$ cat config.mk
export PLATFORM = sky130hd
export DESIGN_NAME = encode_emulator
export DESIGN_NICKNAME = d
export VERILOG_FILES = /design/src/rtl/encode_emulator.sv
export SDC_FILE = /design/constraint.sdc
export NUM_CORES = 1
export LEC_CHECK = 0
export CAP_MARGIN = 30
export CORE_ASPECT_RATIO = 1.2
export CORE_UTILIZATION = 43
export DETAILED_ROUTE_END_ITERATION = 8
export PLACE_DENSITY_LB_ADDON = 0.05
export SETUP_SLACK_MARGIN = 0.05
export SLEW_MARGIN = 40
export SYNTH_ARGS = -nofsm -noshare
export SYNTH_HDL_FRONTEND = slang
export SYNTH_SLANG_ARGS = --single-unit
$ cat constraint.sdc
create_clock -name clk_i -period 5.9 [get_ports clk_i]
set_input_delay 0.59 -clock clk_i [delete_from_list [all_inputs] [get_ports clk_i]]
set_output_delay 0.59 -clock clk_i [all_outputs]
set_load 0.05 [all_outputs]
$ cat src/rtl/encode_emulator.sv
// Synthetic W/X encoder source: programmable-interval update strobe, modular W wrap, clamped X ramp.
// All outputs registered; strobe qualifies new W/X in the same cycle. No backpressure: the consumer must take every update.
module encode_emulator #(
  parameter int ENCODE_MASK_WID = 32,
  parameter int ENCODE_WID      = 32,
  parameter int INTERVAL_WID    = 16
) (
  input  logic                    clk_i,
  input  logic                    rst_i,
  input  logic                    emu_start_i,
  input  logic                    emu_stop_i,
  input  logic [INTERVAL_WID-1:0] cfg_interval_i,
  input  logic [ENCODE_WID-1:0]   cfg_w_step_i,
  input  logic [ENCODE_WID-1:0]   cfg_x_start_i,
  input  logic [ENCODE_WID-1:0]   cfg_x_step_i,
  input  logic [ENCODE_WID-1:0]   cfg_x_end_i,
  output logic                    x_zero_flag_o,
  output logic                    encode_update_o,
  output logic [ENCODE_WID-1:0]   encode_w_o,
  output logic [ENCODE_WID-1:0]   encode_x_o,
  output logic                    emu_busy_o,
  output logic                    emu_done_o,
  output logic [31:0]             update_cnt_o,
  output logic [15:0]             wrap_cnt_o
);

  localparam int MW = ENCODE_MASK_WID;
  localparam int EW = ENCODE_WID;
  localparam int IW = INTERVAL_WID;
  localparam logic [MW:0] LP_W_MAX    = {1'b0, {MW{1'b1}}};
  localparam logic [EW:0] LP_STEP_MAX = {{(EW-MW+1){1'b0}}, {(MW-1){1'b1}}, 1'b0};

  typedef enum logic [1:0] {S_IDLE, S_ZERO, S_RUN, S_DONE} state_t;

  state_t          r_state, w_next_state;
  logic [IW-1:0]   r_interval, r_cnt;
  logic [MW-1:0]   r_w_step, r_w;
  logic [EW-1:0]   r_x_step, r_x_end, r_x;
  logic            r_final, r_zero, r_upd, r_done, r_busy;
  logic [31:0]     r_update_cnt;
  logic [15:0]     r_wrap_cnt;

  logic            w_latch, w_count, w_fire, w_term, w_wrap, w_x_last;
  logic [IW-1:0]   w_interval_clamped;
  logic [MW-1:0]   w_w_step_sat, w_w_next;
  logic [MW:0]     w_w_sum;
  logic signed [EW:0] w_x_sum, w_x_end_ext;
  logic [EW-1:0]   w_x_next;

  assign w_interval_clamped = (cfg_interval_i < IW'(2)) ? IW'(2) : cfg_interval_i;
  assign w_w_step_sat = ({1'b0, cfg_w_step_i} >= LP_STEP_MAX) ? LP_STEP_MAX[MW-1:0]
                                                              : cfg_w_step_i[MW-1:0];
  assign w_term = (r_cnt == r_interval - IW'(1));

  // W stays in 0..W_MAX-1 because the step is capped at W_MAX-1
  assign w_w_sum  = {1'b0, r_w} + {1'b0, r_w_step};
  assign w_wrap   = (w_w_sum >= LP_W_MAX);
  assign w_w_next = MW'(w_wrap ? (w_w_sum - LP_W_MAX) : w_w_sum);

  assign w_x_sum     = {r_x[EW-1], r_x} + {r_x_step[EW-1], r_x_step};
  assign w_x_end_ext = {r_x_end[EW-1], r_x_end};
  assign w_x_last = (!r_x_step[EW-1] && (r_x_step != '0) && (w_x_sum >= w_x_end_ext)) ||
                    (r_x_step[EW-1] && (w_x_sum <= w_x_end_ext));
  assign w_x_next = w_x_last ? r_x_end : w_x_sum[EW-1:0];

  // The final update leaves RUN one cycle later so done trails the last strobe by one cycle
  always_comb begin
    w_next_state = r_state;
    w_latch      = 1'b0;
    w_count      = 1'b0;
    w_fire       = 1'b0;
    case (r_state)
      S_IDLE: begin
        if (emu_start_i && !emu_stop_i) begin
          w_next_state = S_ZERO;
          w_latch      = 1'b1;
        end
      end
      S_ZERO: begin
        w_count      = 1'b1;
        w_next_state = emu_stop_i ? S_DONE : S_RUN;
      end
      S_RUN: begin
        if (emu_stop_i || r_final) begin
          w_next_state = S_DONE;
        end else begin
          w_count = 1'b1;
          w_fire  = w_term;
        end
      end
      S_DONE:  w_next_state = S_IDLE;
      default: w_next_state = S_IDLE;
    endcase
  end

  always_ff @(posedge clk_i) begin
    if (rst_i) begin
      r_state      <= S_IDLE;
      r_interval   <= '0;
      r_cnt        <= '0;
      r_w_step     <= '0;
      r_w          <= '0;
      r_x_step     <= '0;
      r_x_end      <= '0;
      r_x          <= '0;
      r_final      <= 1'b0;
      r_zero       <= 1'b0;
      r_upd        <= 1'b0;
      r_done       <= 1'b0;
      r_busy       <= 1'b0;
      r_update_cnt <= '0;
      r_wrap_cnt   <= '0;
    end else begin
      r_state <= w_next_state;
      r_zero  <= w_latch;
      r_upd   <= w_fire;
      r_done  <= (w_next_state == S_DONE);
      r_busy  <= (w_next_state == S_ZERO) || (w_next_state == S_RUN);
      if (w_latch) begin
        r_interval   <= w_interval_clamped;
        r_w_step     <= w_w_step_sat;
        r_x_step     <= cfg_x_step_i;
        r_x_end      <= cfg_x_end_i;
        r_x          <= cfg_x_start_i;
        r_w          <= '0;
        r_cnt        <= '0;
        r_final      <= 1'b0;
        r_update_cnt <= '0;
        r_wrap_cnt   <= '0;
      end else if (w_count) begin
        r_cnt <= w_term ? '0 : r_cnt + IW'(1);
      end
      if (w_fire) begin
        r_w          <= w_w_next;
        r_x          <= w_x_next;
        r_final      <= w_x_last;
        r_update_cnt <= r_update_cnt + 32'd1;
        if (w_wrap && (r_wrap_cnt != 16'hFFFF)) r_wrap_cnt <= r_wrap_cnt + 16'd1;
      end
    end
  end

  assign x_zero_flag_o   = r_zero;
  assign encode_update_o = r_upd;
  assign encode_w_o      = EW'(r_w);
  assign encode_x_o      = r_x;
  assign emu_busy_o      = r_busy;
  assign emu_done_o      = r_done;
  assign update_cnt_o    = r_update_cnt;
  assign wrap_cnt_o      = r_wrap_cnt;

endmodule

==> Yosys cells after proc, flatten, opt, wreduce, memory -nomap -nowiden <==
Index checks and enable logic that the tools add are counted.
Widths: inputs -> output; s select.
{ "classes": {"n_eq_ne": 8, "reduce_logical": 14, "addsub": 7, "mux": 25, "n_lt_le_gt_ge": 5} }
{ "op_table": {"columns": ["operator", "n"], "rows": [
  ["$mux 32", 8],
  ["$mux 16", 5],
  ["$add 32x32->33", 2],
  ["$ge 33x32->1", 1],
  ["$ge 33x32->1 const B", 1],
  ["$le 33x32->1", 1],
  ["$add 16x1->16 const B", 2],
  ["$add 32x1->32 const B", 1],
  ["$ge 32x32->1 const B", 1],
  ["$reduce_bool 32->1", 1],
  ["$sub 32x32->32 const B", 1],
  ["$eq 16x16->1", 1],
  ["$lt 16x2->1 const B", 1],
  ["$ne 16x16->1 const B", 1],
  ["$sub 16x1->16 const B", 1],
  ["$eq 2x2->1 const B", 4],
  ["$mux 1", 8],
  ["$pmux 2 s4", 1],
  ["$logic_and 1x1->1", 5],
  ["$eq 2x1->1 const B", 2],
  ["$mux 2", 2],
  ["$logic_or 1x1->1", 3],
  ["$logic_not 1->1", 2],
  ["$logic_not 2->1", 1],
  ["3 further kinds", 3]
]} }
{ "word_totals": {"output_inout_bits": 116, "input_bits": 148, "reg_bits": 247, "wordCells": 74} }

==> Logic depth before layout (Yosys ltp) <==
Gate-level depths: netlist of run 1.
{ "logic_depth": {"ltp_word": 7, "depth_mapped": 27, "depth_no_buf": 26} }

==> Worst setup path after synthesis of run 1 <==
No wires, ideal clock.
{ "synth_timing": {"kind": "reg-to-reg", "from": "reg r_x[6] (netlist: encode_x_o[6])", "to": "reg r_x[10] (netlist: encode_x_o[10])", "synth_period_minus_slack_ns": 5.805, "t_arrival_ns": 5.667, "required_ns": 5.763, "path_slack_ns": 0.095, "path_stages_with_launch": 25, "setup_time_ns": 0.137, "path_buffers": 1, "cell_sequence": "dfxtp_1 ha_1 a2111oi_0 o21ai_0 a41oi_1 nor4_1 o2111ai_1 nand3b_1 a2bb2oi_1 o21ai_0 xor2_1 ha_1 nand4_1 or3_1 or2_2 nand3b_1 nor2_1 a211oi_1 o221ai_1 mux2i_1 xnor2_1 o22ai_1 clkbuf_1 mux2i_1 a211oi_1"} }
{ "synth_between": {"elab_chain_cells": 6, "elab_cells_between_ends": 8, "classes_between": "1 x add/sub; 2 x order compare; 2 x mux; 3 x reduce/logical"} }
{ "synth_rtl": {"columns": ["item", "line_no", "text"], "rows": [
  ["start, declared", "38", "logic [EW-1:0] r_x_step, r_x_end, r_x;"],
  ["start signal, assigned", "124", "r_x <= cfg_x_start_i;"],
  ["start signal, assigned", "135", "r_x <= w_x_next;"],
  ["$add 32x32->33 (*)", "60", "assign w_x_sum = {r_x[EW-1], r_x} + {r_x_step[EW-1], r_x_step};"],
  ["$ge 33x32->1 / $le 33x32->1 (equally long branches)", "62, 63", null],
  ["$logic_and 1x1->1, on equally long branches", "62, 63", null],
  ["$logic_or 1x1->1", "62", "assign w_x_last = (!r_x_step[EW-1] && (r_x_step != '0) && (w_x_sum >= w_x_end_ext)) ||"],
  ["$mux 32 (*)", "64", "assign w_x_next = w_x_last ? r_x_end : w_x_sum[EW-1:0];"],
  ["$mux 32 (*)", "133", "if (w_fire) begin"]
]} }
Every way passes the cells marked *; elsewhere a longest branch is shown, timed or not.
A chain may end at the register's enable or synchronous reset.

==> Final worst setup path of run 1 <==
{ "layout_timing": {"from": "reg r_x[0] (netlist: encode_x_o[0])", "to": "reg r_x[14] (netlist: encode_x_o[14])"} }
The elaborated chain is that of the path after synthesis.

==> results of run 1 <==
==> stage by stage <==
step                power (mW)  area [sq um]
floorplan                 3.28         15900
global placement          3.90         18900
detailed placement        3.92         18900
CTS                       5.81         19900
global route              6.28         20100
finish                    5.97         20100
==> how the worst min path moves through the flow <==
stage	start	endpoint	slack (ns)	cells past startpoint
6_report	r_w_step[22]	r_w_step[22]	0.46	2
5_1_grt	r_w_step[23]	r_w_step[23]	0.48	2
4_1_cts	r_w_step[16]	r_w_step[16]	0.46	2
3_5_place_dp	r_w_step[16]	r_w_step[16]	0.45	2
3_3_place_gp	r_w_step[16]	r_w_step[16]	0.45	2
2_1_floorplan	r_w_step[0]	r_w_step[0]	0.44	2
==> power by group through the flow <==
stage	logic, mW	registers, mW	clock network, mW
after global routing	2.37	1.93	1.98
after CTS	1.98	1.92	1.91
after global placement	1.95	1.95	0
after floorplan	1.27	2.01	0
after detailed placement	1.97	1.95	0
final	2.19	1.92	1.87
==> metal layers <==
layer | GRT usage [%] | vias to the layer above | share of wire, %
met4 | 8.08 | 0 | 2.7
li1 | - | 7794 | -
met2 | 44.6 | 443 | 47
met5 | 0 | - | 0
met3 | 3.70 | 77 | 5.9
met1 | 33.8 | 7372 | 44
==> area by class of cell <==
type | instances | area [sq um]
clock buffers | 45 | 836
clock inverters | 8 | 144
fillers | 3450 | 16000
inverters | 64 | 240
multi-input cells | 1655 | 10500
flip-flops and latches | 247 | 4940
well taps | 468 | 586
repair buffers | 284 | 2880
==> cells in the mapped netlist (all sizes together) (14+ instances only) <==
master | instances | area, sq um
a211oi | 51 | 388
a21o | 45 | 338
a21oi | 227 | 1150
a31oi | 14 | 87.6
and3 | 63 | 399
clkbuf | 87 | 327
dfxtp | 247 | 4940
ha | 107 | 1340
inv | 64 | 240
mux2i | 39 | 390
nand2 | 382 | 1430
nand2b | 29 | 181
nand3 | 53 | 270
nand3b | 19 | 143
nand4 | 31 | 194
nor2 | 125 | 472
nor2b | 19 | 119
nor3 | 36 | 210
nor4 | 31 | 243
o211ai | 15 | 113
o21ai | 99 | 495
or3 | 19 | 119
xnor2 | 77 | 674
xor2 | 38 | 333
==> registers in the layout, summed over array words and instances, names as in the netlist <==
register	count
r_w_step	32
r_x_step	32
wrap_cnt_o	16
emu_busy_o	1
r_final	1
update_cnt_o	32
encode_x_o	32
encode_update_o	1
r_state	2
r_x_end	32
x_zero_flag_o	1
r_interval	16
emu_done_o	1
r_cnt	16
encode_w_o	32
==> cells by family (layout without fill, tap and decap cells) <==
logic type / Yosys count / count (layout)
adders and majority gates: 109 / 109
and+or+nand+nor: 855 / 855
buffers and inverters: 157 / 401
AOI/OAI and AO/OA: 536 / 536
DFF: 247 / 247
xor gates and xnor gates: 115 / 115
muxes: 40 / 40
==> critical path, stage by stage (launching register included) <==
cell      delay [ns]
dfxtp_1         0.32
ha_1            0.23
fa_2            0.37
a21oi_2         0.17
nand4b_1        0.18
nand3_2         0.14
nand4_1         0.14
and4b_1         0.23
o21ai_1         0.12
a21oi_2         0.21
o21ai_1         0.11
a31oi_2         0.23
xnor2_1         0.12
ha_1            0.30
nand4_1         0.11
or3_1           0.39
or2_2           0.31
nand3b_1        0.18
nor2_1          0.12
a211oi_1        0.08
o221ai_1        0.11
mux2i_1         0.26
xnor2_1         0.13
o22ai_4         0.22
buf_12          0.16
buf_12          0.15
mux2i_4         0.24
a211oi_2        0.09
==> what timing repair did <==
action / in CTS / in global routing
buffers inserted: 0 / 6
gates cloned: 0 / 2
resized for setup: 1 / 27
pin swaps: 0 / 8
endpoints found under the setup margin: 1 / 33
==> results.toml, run 1 <==
[detailed_routing]
detail_route.wl_per_cell_microns = 18.2
drt-total-wl_microns = 50300
drt_iter0_drc = 909
vias = 15686
drc = 0
dr.pass1.iters = 5
viasPerCell = 5.66
ant_nets = 0

[layout]
area_growth_syn_to_layout_pct = 26.8
layout_commonest_cell = "nand2_1"
drive_above_1_share_pct = 5.73
nets = 2538
num_antenna_cells = 0
final_cell_mix = "nand2_1 (382), clkdlybuf4s50_1 (262), dfxtp_1 (247)"
fin_util_pct = 55.7
final_cells = 2771

[sta]
worstMarginPinSlew_ns = 0.830
setup_tns_ns = 0
grt_setup_unrepaired = "false"
setup_viol = 0
slew_violations = 0
finalCritPeriodShare_pct = 94.8
clock.fmax_ghz = 0.179
finalWorstSetupSlack_ns = 0.305
hold_viol = 0
fin_worst_hold_slack_ns = 0.461
finClkSkew_ns = 0.0119
fin_crit_ns = 5.59
slew-limit-headroom_pct = 44.3

[clocking]
cts_tree = "yes"
clock-sinks = 247
cts-root-buf = "clkbuf_16"
clock_latency_ns = 0.56
cts_max_level = 1
clkSlewWorstSetupHoldPaths_ns = 0.06
clockBufferDepth = 3
ctsHoldBuffers = 0
cts_buffers = 29

[run]
drv_cap = 0

[synthesis]
synthCells = 2059
synth-adder-area-share_pct = 8.69
synth_ff_type = "dfxtp_1"
ys_ff_latch = 247
synth_xor_area_share_pct = 6.35
async_reset_ff_share_pct = 0
synth-warning-count = 0
syn_avg_cell_area_sq_um = 7.70
synth-simple-area-share_pct = 26.4
synth_compound_area_share_pct = 20.9
synth_top_family_by_area = "simple AND/OR/NAND/NOR gates"
syn-cell-area_sq_um = 15900
synth.mux.area_fraction_pct = 2.53
synth.distinct_cells = 86
synth-edff-count = 0
synth_fp_nets = 2316
ys_seq_area_share_pct = 31.2

[power_and_ir_drop]
p_leak_nw = 7.61
ir_worst_vdd_uv = 296
p_sw_mw = 2.06
pwr-share-clk_pct = 31.3
power_frac_seq_pct = 32.1
power_density_nw_per_um2 = 297
p_int_mw = 3.91
netSwitchingFraction_pct = 34.5
pwr-share-comb_pct = 36.6

[placed_design]
dp_hpwl_microns = 36900
dpl.cell_count = 2710
globalplace.congestion = 0.925
place_ws_ns = 0.118
portBuffers = 263

[setup_path]
r2r-end = "encode_x_o[14]"
setup.worst_path.start_class = "flip-flop"
r2r_start = "encode_x_o[0]"
critPathCaptureType = "flip-flop"
required_ns = 6.31
critPathCapture = "encode_x_o[14]"
crit_start = "encode_x_o[0]"
cp_max_fo = 9
critPathKind = "reg2reg"
worst_ep_arrival_time_ns = 6.00
reg2reg_slack_ns = 0.31
rr_worst_depth = 27

[die]
core_sq_um = 36100
die_w_microns = 177
rows = 76
io_pins = 264
fp.dieH_microns = 212
start_util_pct = 43.9
die_area_sq_um = 37700

[global_route]
overflow = 0
grt_start_max_net_pins = 117
track_usage_pct = 26.1
antenna_found_initial = 0
grt_pass1_vias = 14988
grt_pass1_wl_microns = 79300

[run_status]
status = "completed"

[min_path]
hold_path_class = "reg2reg"
Note: power is estimated with default switching activity, not from simulation.
==> run 2, diff against run 1 <==
==> constraint.sdc (replaced) <==
create_clock -name clk_i -period 5 [get_ports clk_i]
set_input_delay 0.5 -clock clk_i [delete_from_list [all_inputs] [get_ports clk_i]]
set_output_delay 0.5 -clock clk_i [all_outputs]
set_load 0.05 [all_outputs]
==> run 2 against run 1 <==
- the run now ends with negative setup slack left
- sequential share of layout area is 1.2 points lower
- non-clock buffer count is 124 higher
- worst hold slack worse by 0.0040 ns
- flip-flop and latch count unchanged
- critical path type unchanged
==> results.toml, run 2 (synthesized netlist as in run 1, its figures left out) <==
[run_status]
status = "finished, violations left"
violations = "negative setup slack"

[setup_path]
worst_path_most_repeated_cell = "mux2i_1"
rr_worst_depth = 28
worst_ep_arrival_time_ns = 5.66
required_ns = 5.42
crit_slowest_cell = "fa_2"
crit_start = "encode_x_o[1]"
r2r_start = "encode_x_o[1]"
reg2reg_slack_ns = -0.24
critPathKind = "reg2reg"
critPathCaptureType = "flip-flop"
crit_path_max_incr_delay_ns = 0.39
cp_max_fo = 4
r2r-end = "encode_x_o[31]"
setup.worst_path.start_class = "flip-flop"

[layout]
final_cell_mix = "nand2_1 (381), clkdlybuf4s50_1 (262), dfxtp_1 (226)"
final_cells = 2894
nets = 2661
area_growth_syn_to_layout_pct = 34.7
layout_commonest_cell = "nand2_1"
design_area_sq_um = 21400
num_antenna_cells = 0
drive_above_1_share_pct = 12.5
fin_util_pct = 59.1

[detailed_routing]
drc = 0
ant_nets = 0
dr.pass1.iters = 5
drt-total-wl_microns = 51600
detail_route.wl_per_cell_microns = 17.8
top_layer_used = "met5"
dr_wl_met3_microns = 2430
drt_iter0_drc = 802
vias = 16057
viasPerCell = 5.55
wl_met2_microns = 25700
drt-met1-wl_microns = 21600

[global_route]
grt_pass1_wl_microns = 82100
grt_start_max_net_pins = 153
overflow = 0
grt_pass1_vias = 15911
track_usage_pct = 27.2
antenna_found_initial = 2

[clocking]
clkSlewWorstSetupHoldPaths_ns = 0.06
cts_tree = "yes"
cts-root-buf = "clkbuf_16"
cts_buffers = 28
clock-sinks = 247
clockBufferDepth = 3
clock_latency_ns = 0.57
cts_max_level = 1

[sta]
finalCritPeriodShare_pct = 105
fin_worst_hold_slack_ns = 0.457
slew_violations = 0
slew-limit-headroom_pct = 46.6
fin_crit_ns = 5.24
finalWorstSetupSlack_ns = -0.242
hold_viol = 0
finClkSkew_ns = 0.0105
grt_setup_unrepaired = "true"
worstMarginPinSlew_ns = 0.794
setup_viol = 33
clock.fmax_ghz = 0.191

[power_and_ir_drop]
ir_worst_vdd_uv = 274
power_density_nw_per_um2 = 353
p_leak_nw = 8.33

[placed_design]
dpl.cell_count = 2830
globalplace.congestion = 0.926
portBuffers = 263
postPlaceCellArea_sq_um = 20000
dp_hpwl_microns = 39000

[die]
die_area_sq_um = 37700
core_sq_um = 36100
fp.dieH_microns = 212
start_util_pct = 43.9
die_w_microns = 177
rows = 76
io_pins = 264

[min_path]
whs_endpoint = "r_w_step[21]"
hold_path_depth = 2
hold_path_class = "reg2reg"
min_from = "r_w_step[21]"

[run]
drv_cap = 0
[run 2: worst max-delay path, delay by kind of cell (launching register included)]
| kind | cells | cell delay [ns] |
|---|---|---|
| simple gates | 9 | 1.65 |
| compound gates | 10 | 1.37 |
| fa+ha+maj | 2 | 0.57 |
| mux | 3 | 0.57 |
| buf+inv | 3 | 0.42 |
| flops | 1 | 0.35 |
| xor+xnor | 1 | 0.14 |
[run 2: what timing repair did]
action	CTS	global route
pin swaps	21	28
gates cloned	2	1
setup buffers	6	3
endpoints found under the setup margin	33	34
hold buffers	0	0
gates resized for setup	17	23
[run 2: metrics by stage]
step           power [mW]  setup slack, ns  setup TNS (ns)
3_5_place_dp         4.84           -0.295           -8.76
4_1_cts              7.45           -0.140           -3.37
3_3_place_gp         4.80           -0.200           -6.03
2_1_floorplan        3.95           0.0548               0
5_1_grt              7.94           -0.576          -18.04
6_report             7.53           -0.242           -6.77
[run 2: how the worst max path moves through the flow]
stage / to / depth (start not counted) / slack, ns
6_report: encode_x_o[31] / 28 / -0.24
5_1_grt: encode_x_o[10] / 28 / -0.58
4_1_cts: encode_x_o[24] / 27 / -0.14
3_5_place_dp: encode_x_o[31] / 26 / -0.29
3_3_place_gp: encode_x_o[31] / 26 / -0.20
2_1_floorplan: encode_x_o[11] / 25 / 0.05
[run 2: cell type report]
cell class / instances / area (sq um)
fill: 3422 / 14800
multi-input combinational: 1655 / 10600
sequential: 247 / 4990
timing repair buffer: 408 / 3870
clock buffer: 39 / 853
tap: 468 / 586
inverter: 64 / 240
clock inverter: 13 / 205
[run 2: report_power, final]
part / total [mW] / leakage (nW) / internal, mW / switching (mW)
logic: 2.96 / 5.78 / 1.45 / 1.52
registers: 2.25 / 2.02 / 2.12 / 0.133
clock network: 2.31 / 0.528 / 1.45 / 0.868
total: 7.53 / 8.33 / 5.01 / 2.52
[run 2: routing by layer]
metal | GRT usage, % | up-vias
met1 | 32.1 | 7548
met5 | 0 | -
met4 | 10.6 | 4
li1 | - | 8026
met2 | 49.3 | 384
met3 | 3.54 | 95
==> patch, RTL diff (config.mk and constraints of run 2) <==
The output `emu_done_o` loses its register stage (`r_done` becomes a continuous assignment).
--- a/src/rtl/encode_emulator.sv
+++ b/src/rtl/encode_emulator.sv
@@ -106,7 +106,6 @@
       r_final      <= 1'b0;
       r_zero       <= 1'b0;
       r_upd        <= 1'b0;
-      r_done       <= 1'b0;
       r_busy       <= 1'b0;
       r_update_cnt <= '0;
       r_wrap_cnt   <= '0;
@@ -114,7 +113,6 @@
       r_state <= w_next_state;
       r_zero  <= w_latch;
       r_upd   <= w_fire;
-      r_done  <= (w_next_state == S_DONE);
       r_busy  <= (w_next_state == S_ZERO) || (w_next_state == S_RUN);
       if (w_latch) begin
         r_interval   <= w_interval_clamped;
@@ -140,6 +138,8 @@
     end
   end
 
+  assign r_done = (w_next_state == S_DONE);
+
   assign x_zero_flag_o   = r_zero;
   assign encode_update_o = r_upd;
   assign encode_w_o      = EW'(r_w);
Check against the original RTL: not equivalent (Yosys sat finds a counterexample within 4 cycles, from zero or initial values and one cycle with rst_i high).
==> patch against run 2 <==
- the run still ends with negative setup slack left
- critical path depth down 4
- synthesized area barely moved
- total power fell by 5.9%
- clock skew is 0.0083 ns higher
- wire length increased by 0.53%
- sequential cell count is 1 lower
- synthesized cell count increased by 1.7%
- core utilization decreased by 2.4 points
- via count decreased by 0.80%
- worst setup slack better by 0.12 ns
- clock power shrank 12%
- sequential share of layout area increased by 0.71 points
- final cell count shrank 1.3%
- final area decreased by 4.1%
- critical endpoint is now encode_x_o[23]
==> patch: results <==
pwr:
  switching_share: 0.3571
  peakVddDrop_v: 0.0002765
  leakagePower_uw: 0.007849
global_route:
  track_usage: 0.2691
  grt_first_pass_wirelength_um: 81260
  antenna_found_initial: 1
  grt_max_degree: 92
  first_global_vias: 15510
synthesis:
  synth.distinct_cells: 80
  postSynthCellCount: 2095
  ys.warnings.count: 0
  synthTopCellsByArea: "dfxtp_1, nand2_1, ha_1"
  synthFlopType: "dfxtp_1"
  synth-seq-area-share: 0.3102
  synth_nets: 2352
route:
  drtIter0Drc: 796
  avgViaCountPerCell: 5.577
  first_pass_iters: 5
placed_design:
  gp_congestion: 0.9128
  pre_cts_ws_ns: -0.4389
  dpl_cell_area_um2: 19280
  dp_cells: 2786
  dp_hpwl_um: 38430
finish:
  nFillCells: 3487
  final_cells: 2856
  fin_nets: 2621
  regArea_um2: 4932
  drive_gt1_frac: 0.07918
status:
  violations: "negative setup slack"
  status: "complete, but fails checks"
sta:
  finalSetupViolations: 28
  clock_skew_ns: 0.01874
  fin_setup_tns_ns: -2.065
  worst_slack_ns: -0.1228
  worst_pin_slew_ns: 0.8238
  timing.hold.ws_ns: 0.3579
critical_path:
  worstReg2RegStart: "encode_x_o[0]"
  cpMaxStageDelayCell: "o41ai_4"
  r2r_cells: 24
  crit_arrival_ns: 5.53
  path_max_fanout: 6
  path_delay_family: "compound AO/OA/AOI/OAI gates"
hold_path:
  hp-class: "in2reg"
  hold_end: "x_zero_flag_o"
  hold_start: "rst_i"
clock_tree:
  cts_inserted_buffers: 29
  clock_sinks: 246
patch: logic make-up after synthesis:
| family | Yosys count | synth area share |
|---|---|---|
| and+or+nand+nor | 888 | 0.2667 |
| AOI/OAI and AO/OA | 513 | 0.1999 |
| DFF | 246 | 0.3102 |
| buffers and inverters | 176 | 0.04303 |
| xor gates and xnor gates | 121 | 0.06676 |
| adders and majority gates | 109 | 0.08685 |
| muxes | 42 | 0.02656 |
patch: worst max path at each step:
stage / slack [ns] / to
2_1_floorplan: 0.09 / encode_x_o[11]
4_1_cts: -0.06 / encode_x_o[8]
5_1_grt: -0.35 / encode_x_o[14]
3_3_place_gp: -0.30 / encode_x_o[9]
3_5_place_dp: -0.44 / encode_x_o[23]
6_report: -0.12 / encode_x_o[23]
patch: timing repair:
item                                   in CTS  in global routing
cloned                                      3                  0
setup endpoints to repair                  33                 40
endpoints found under the hold margin       0                  0
pin swaps                                  43                 26
gates resized for setup                    19                 22
buffers inserted                            8                  6
patch: cell type report:
type                       count  area share
clock inverter                 5    0.001527
antenna                        1   0.0001221
clock buffer                  49     0.04202
multi-input combinational   1673      0.5102
inverter                      70     0.01282
timing repair buffer         344      0.1640
sequential                   246      0.2407
tap                          468     0.02858
patch: routing by layer:
metal / track usage / share of wire / vias to the layer above
met2: 0.4997 / 0.51 / 394
met1: 0.3077 / 0.41 / 7465
met4: 0.1117 / 0.036 / 0
li1: - / - / 7969
met3: 0.03183 / 0.046 / 101
met5: 0 / 0 / -
patch: power groups by stage:
stage	clock [uW]	combinational (uW)	sequential (uW)
floorplan	0	1610	2350
global placement	0	2400	2280
detailed placement	0	2430	2280
CTS	2070	2880	2240
global route	2160	3060	2260
finish	2030	2820	2240
